`src/rtl/sha1_arbiter.sv`:
```
// sha1_arbiter: round-robin sharing of one sha1 core between two requesters.
// It latches the granted 512-bit block, runs the core, returns the digest with a
// one-cycle ack, and then holds core_on low so the core can return to init.
// Optional watchdog: define SHA1_ARB_TIMEOUT_EN to abort RUN after TIMEOUT cycles.
module sha1_arbiter #(
  parameter logic [15:0] TIMEOUT     = 16'd1023,
  parameter int unsigned COOL_CYCLES = 2
) (
  input  logic         clk,
  input  logic         reset,
  input  logic         req0,
  input  logic         req1,
  input  logic [511:0] msg0,
  input  logic [511:0] msg1,
  output logic         ack0,
  output logic         ack1,
  output logic [159:0] resp_digest,
  output logic         resp_err,
  output logic         busy,
  output logic         grant,
  output logic         core_on,
  output logic [511:0] core_message,
  input  logic [159:0] core_digest,
  input  logic         core_finish
);

  localparam int unsigned CNT_W  = 16;
  localparam int unsigned COOL_W = (COOL_CYCLES > 1) ? $clog2(COOL_CYCLES) : 1;

  typedef enum logic [1:0] {
    ST_IDLE = 2'd0,
    ST_RUN  = 2'd1,
    ST_DONE = 2'd2,
    ST_COOL = 2'd3
  } state_t;

  state_t              r_state;
  logic [COOL_W-1:0]   r_cool;
  logic                w_any;
  logic                w_pick;
  logic                w_timeout;

  // Arbitration: a lone request wins; on contention the one not granted last wins
  assign w_any  = req0 | req1;
  assign w_pick = (req0 && req1) ? ~grant : req1;

`ifdef SHA1_ARB_TIMEOUT_EN
  logic [CNT_W-1:0] r_cnt;

  assign w_timeout = (r_cnt == (TIMEOUT - 16'd1));

  // RUN watchdog: cleared on grant, saturates instead of wrapping
  always_ff @(posedge clk or posedge reset) begin
    if (reset) begin
      r_cnt <= '0;
    end else if (r_state == ST_IDLE && w_any) begin
      r_cnt <= '0;
    end else if (r_state == ST_RUN && r_cnt != {CNT_W{1'b1}}) begin
      r_cnt <= r_cnt + CNT_W'(1);
    end
  end
`else
  logic w_unused_timeout;

  assign w_timeout        = 1'b0;
  assign w_unused_timeout = ^TIMEOUT;
`endif

  // Job sequencer: grant, run the core, return the result, then cool down
  always_ff @(posedge clk or posedge reset) begin
    if (reset) begin
      r_state      <= ST_IDLE;
      r_cool       <= '0;
      ack0         <= 1'b0;
      ack1         <= 1'b0;
      resp_digest  <= '0;
      resp_err     <= 1'b0;
      busy         <= 1'b0;
      grant        <= 1'b1;
      core_on      <= 1'b0;
      core_message <= '0;
    end else begin
      ack0 <= 1'b0;
      ack1 <= 1'b0;
      case (r_state)
        ST_IDLE: begin
          if (w_any) begin
            grant        <= w_pick;
            core_message <= w_pick ? msg1 : msg0;
            core_on      <= 1'b1;
            busy         <= 1'b1;
            r_state      <= ST_RUN;
          end
        end
        ST_RUN: begin
          // finish has priority over a watchdog expiry in the same cycle
          if (core_finish) begin
            resp_digest <= core_digest;
            resp_err    <= 1'b0;
            r_state     <= ST_DONE;
          end else if (w_timeout) begin
            resp_digest <= '0;
            resp_err    <= 1'b1;
            r_state     <= ST_DONE;
          end
        end
        ST_DONE: begin
          ack0    <= ~grant;
          ack1    <= grant;
          core_on <= 1'b0;
          r_cool  <= '0;
          r_state <= ST_COOL;
        end
        ST_COOL: begin
          if (r_cool == COOL_W'(COOL_CYCLES - 1)) begin
            busy    <= 1'b0;
            r_state <= ST_IDLE;
          end else begin
            r_cool <= r_cool + COOL_W'(1);
          end
        end
        default: begin
          r_state <= ST_IDLE;
        end
      endcase
    end
  end

endmodule

```
`config.mk`:
```
export PLATFORM = sky130hd
export DESIGN_NAME = sha1_arbiter
export DESIGN_NICKNAME = d
export VERILOG_FILES = /design/src/rtl/sha1_arbiter.sv
export SDC_FILE = /design/constraint.sdc
export NUM_CORES = 2
export LEC_CHECK = 0
export ABC_CLOCK_PERIOD_IN_PS = 62300
export CAP_MARGIN = 25
export CORE_AREA = 2 2 723 725
export CTS_BUF_LIST = sky130_fd_sc_hd__clkbuf_2
export DETAILED_ROUTE_END_ITERATION = 12
export DIE_AREA = 0 0 725 727
export SLEW_MARGIN = 20
export SYNTH_ARGS = -nofsm -noshare
export SYNTH_HDL_FRONTEND = slang
export SYNTH_SLANG_ARGS = --single-unit
```
`constraint.sdc`:
```
create_clock -name clk -period 62.3 [get_ports clk]
set_input_delay 12.46 -clock clk [delete_from_list [all_inputs] [get_ports clk]]
set_output_delay 12.46 -clock clk [all_outputs]
set_load 0.005 [all_outputs]
```
# Word level (Yosys, flattened, before mapping)
# Index checks and enable logic that the tools add are counted.
dict set report op_classes {
  add_sub_neg 1
  eq_ne 6
  muxes 14
  n_bitwise 2
  n_reduce_logical 10
}
# operator count
set ops {}
lappend ops {{$mux 512} 1}
lappend ops {{$pmux 2 s4} 1}
lappend ops {{$mux 1} 6}
lappend ops {{$mux 2} 3}
lappend ops {{$ne 2x2->1 const B} 3}
lappend ops {{$pmux 1 s2} 3}
lappend ops {{$reduce_and 2->1} 3}
lappend ops {{$reduce_and 3->1} 2}
lappend ops {{$reduce_bool 2->1} 3}
lappend ops {{$eq 2x2->1 const B} 2}
lappend ops {{$eq 2x1->1 const B} 1}
lappend ops {{$logic_not 2->1} 1}
lappend ops {{$add 1x1->1 const B} 1}
lappend ops {{$logic_and 1x1->1} 1}
lappend ops {{$not 1->1} 1}
lappend ops {{$or 1x1->1} 1}
dict set report totals {
  reg_bits 680
  out_inout_bits 678
  word_cells 42
}

# Longest topological paths before layout
dict set report logic_depth {
  ltp_word 3
  mapped_depth 8
  depth_no_buf 5
}

# Worst setup path before layout
# Ideal clock, no wire load.
dict set report synth_path {
  path_kind {input to register}
  from {input core_finish}
  to {register resp_digest[0]}
  arrival_time_ps 13387
  required_time_ps 62175
  path_slack_ps 48788
  path_stages 4
  n_path_buf 2
  cell_sequence {nand2_1 -> clkbuf_1 -> buf_2 -> mux2_2}
}
dict set report synth_via {
  elab_chain_len 1
}
# item line_no
set synth_rtl {}
lappend synth_rtl {{from (decl)} 24} ;# input logic core_finish
lappend synth_rtl {{$reduce_and 2->1 (no line)} --}
lappend synth_rtl {{to (signal assigned)} 98} ;# resp_digest <= core_digest;
lappend synth_rtl {{to (decl)} 17} ;# output logic [159:0] resp_digest,
# Every way passes these cells.
# A chain may end at the register's enable or synchronous reset.

# Worst setup path in the final report
dict set report layout_path {
  from {register core_message[511]}
  to {output core_message[511]}
}
# item line_no
set layout_lines {}
lappend layout_lines {{from (decl)} 22} ;# output logic [511:0] core_message,
lappend layout_lines {{from (signal assigned)} 89} ;# core_message <= w_pick ? msg1 : msg0;
# No word-level cell between the ends.

==> impl_results.md <==
* Layout Nets at 6239
* Total clock sinks at 680
* Synth area leader: dfrtp_1
* Cell family with most CP delay: buffers and inverters
* Starting Density at 5.69%
* PortBufs at 1865
* Synthesized area at 0.0295 sq mm
* Half-perimeter wire length after placement at 366 mm
* Proportion of layout cells with a drive suffix above 1 at 10.3%
* Crit. End Element: output port
* Crit-path max FO at 2
* Worst Min Path Start: resp_digest[129]$_DFFE_PP0P_
* Synth area leaders: dfrtp_1, nand2_1, a31oi_1
* Post-synth EDFFs at 0
* Register area share after synthesis at 57.6%
* Clock skew at 0.190 ns
* Setup violators final at 0
* Rows at 265
* Failing checks: antenna rules
* Final period utilization at 25.1%
* Die Area at 0.527 sq mm
* I/O pin total at 1867
* Max-Cap Viols at 0
* DR pass1 iterations at 6
* CTS tree: done
* Crit-path slowest cell: clkdlybuf4s50_1
* Post-CTS sizing at 0
* Clock buffer depth at 4
* Hold WC Path Type: flip-flop to flip-flop
* Min Tclk post-route at 15.62 ns
* DRC viols at 0
* Synth Warn # at 0
* CP Data Required Time at 49.84 ns
* Worst hold endpoint: resp_digest[129]$_DFFE_PP0P_
* Post-Synthesis Cells at 3167
* Post-CTS Setup Inserts at 0
* Pin count of the biggest net entering global routing at 185
* Final Hold Viols at 0
* #FFs+latches synth at 680
* LEAKAGE at 21.4 nW
* Tot GR Track Use at 14.9%
* Clock slew at reported path FFs at 0.08 ns
* VDD IR-drop max at 24.2 uV
* Crit-path max cell delay at 1.03 ns
* CP arrival at 3.16 ns
* Clk Latency, worst-skew pair at 1.77 ns
* Ordered list of cells on the worst path: clkdlybuf4s50_1
* Floorplan core area at 0.519 sq mm
* GP Congestion at 1.08
* Ys flop type: dfrtp_1
* # fillers at 60100
* Initial antenna violation count at 516
* Via count at 35500
* Hold depth at 1
* CTS buffer count at 212
* Die Y-Extent at 727 um
* Worst-Margin Slew at 1.06 ns
* Hold Buf Count CTS at 0
* Reg2reg end: core_message[437]$_DFFE_PP0P_
* Routed WL per cell at 33.0 um
* Final worst slack at 46.68 ns
* Top cell type's share of synthesized area at 57.5%
* Critical path type: flip-flop to output port
* Final setup TNS at 0 ns
* Number of distinct library cells after synthesis at 28
* Fin. max-slew vios at 0
* Power density cells at 44.4 mW/mm^2
* Syn Nets at 4362
* Vias in the first global route at 33100
* Status: finished with violations
* Pre-CTS setup slack at 45.36 ns
* Synth-to-layout area growth at 97.8%
* 1st-iter DRT viols at 2918
* Worst R2R Setup Slack at 57.41 ns
* Htree depth at 4
* Syn_area_per_cell at 9.33 sq um
* Post-route insts no fill at 12400
* Die width at 725 um
* Total gr overflow at 0
* R2r startpoint: r_state[0]$_DFFE_PP0P_
* Util after Layout at 11.3%
* Post-synth ARST share at 100%
* Worst setup SP type: flip-flop
* Root Buffer: clkbuf_2
* R2r worst-path depth at 8
* First-pass GRT wire length at 482 mm
* ANT nets after route at 1
* DP Cell Count at 11800
* Post-detailed-route via-to-cell ratio at 2.87
* Slew headroom at 29.2%
* Final wirelength at 409 mm
* RSZ-0062 raised after global routing: false
* Crit path buffers/inverters at 1
* Critical Path Start: core_message[511]$_DFFE_PP0P_
* Max Clk Rate at 0.0640 GHz
-- metal layers --
metal	global-route usage, %	up-vias	routed length (um)
met2	22.9	2532	177000
li1	-	14800	-
met3	11.5	1108	69700
met1	14.8	16800	138000
met4	6.58	316	21600
met5	0.00907	-	2060
-- state kept, by name, summed over array words and instances (netlist names) --
signal and count:
core_message 512, resp_digest 160, r_state 2, ack0 1, ack1 1, busy 1, core_on 1, grant 1
r_cool 1
-- cell usage after synthesis, types with 2 or more instances --
master,n
nand2_1,1025
dfrtp_1,679
nor2_1,515
a31oi_1,513
buf_2,169
mux2_2,161
buf_4,55
buf_6,16
ha_1,6
buf_8,4
inv_1,4
clkbuf_1,2
nor2b_1,2
o31ai_1,2
-- power breakdown --
| part | switching, mW | total [mW] | leakage [nW] | internal [mW] |
|---|---|---|---|---|
| combinational | 0.747 | 1.37 | 12.2 | 0.622 |
| sequential | 0.142 | 0.811 | 7.70 | 0.668 |
| clock | 0.257 | 0.412 | 1.46 | 0.155 |
| total | 1.15 | 2.59 | 21.4 | 1.45 |
-- cells by family (layout without fill, tap and decap cells) --
logic type / after synthesis / count (layout) / share of synthesized area [%]
adders and majority gates: 6 / 6 / 0.254
other: 1 / 247 / 0.0127
DFF: 680 / 680 / 57.6
muxes: 162 / 162 / 6.17
AOI/OAI and AO/OA: 522 / 522 / 11.1
buffers and inverters: 250 / 2282 / 5.15
and+or+nand+nor: 1546 / 1546 / 19.7
-- area by class of cell --
class                      count  area [sq um]  area share, %
antenna                      246           616           1.05
clock buffer                 290          1450           2.48
clock inverter                79           527          0.902
inverter                       4          22.5         0.0385
multi-input combinational   2237         11000           18.9
sequential                   680         17000           29.1
tap                         6942          8690           14.9
timing repair buffer        1909         19100           32.7
-- cell usage in the layout, fill, tap and decap left out, types with 2 or more instances in the layout --
cell type        instances
dfrtp_1                679
buf_4                   42
clkinv_2                14
ha_1                     6
nor2b_1                  2
clkbuf_2               290
clkinv_1                50
clkinvlp_4               2
a31oi_1                513
buf_12                   4
inv_8                    2
o31ai_1                  2
buf_16                   2
clkdlybuf4s50_1       1861
diode_2                246
mux2_2                 161
bufinv_16                6
inv_6                    2
nor2_1                 515
clkinv_8                 2
nand2_1               1024
inv_1                    3
-- how the worst max path moves through the flow --
| stage | endpoint | slack [ns] | cells past startpoint |
|---|---|---|---|
| after floorplan | ack0$_DFF_PP0_ | 30.78 | 1 |
| after global placement | core_message[318]$_DFFE_PP0P_ | 45.37 | 8 |
| after detailed placement | core_message[432]$_DFFE_PP0P_ | 45.36 | 7 |
| after CTS | core_message[6] | 45.95 | 1 |
| after global routing | core_message[90] | 46.20 | 1 |
| final | core_message[511] | 46.68 | 1 |
-- metrics by stage --
| stage | cell area, sq um | power, mW | hold WS (ns) |
|---|---|---|---|
| 2_1_floorplan | 29500 | 1.23 | 0.454 |
| 3_3_place_gp | 55800 | 2.21 | 0.473 |
| 3_5_place_dp | 55800 | 2.22 | 0.476 |
| 4_1_cts | 57800 | 2.66 | 0.473 |
| 5_1_grt | 58100 | 2.75 | 0.525 |
| 6_report | 58400 | 2.59 | 0.510 |
No activity file was read; power rests on OpenSTA's default activity.
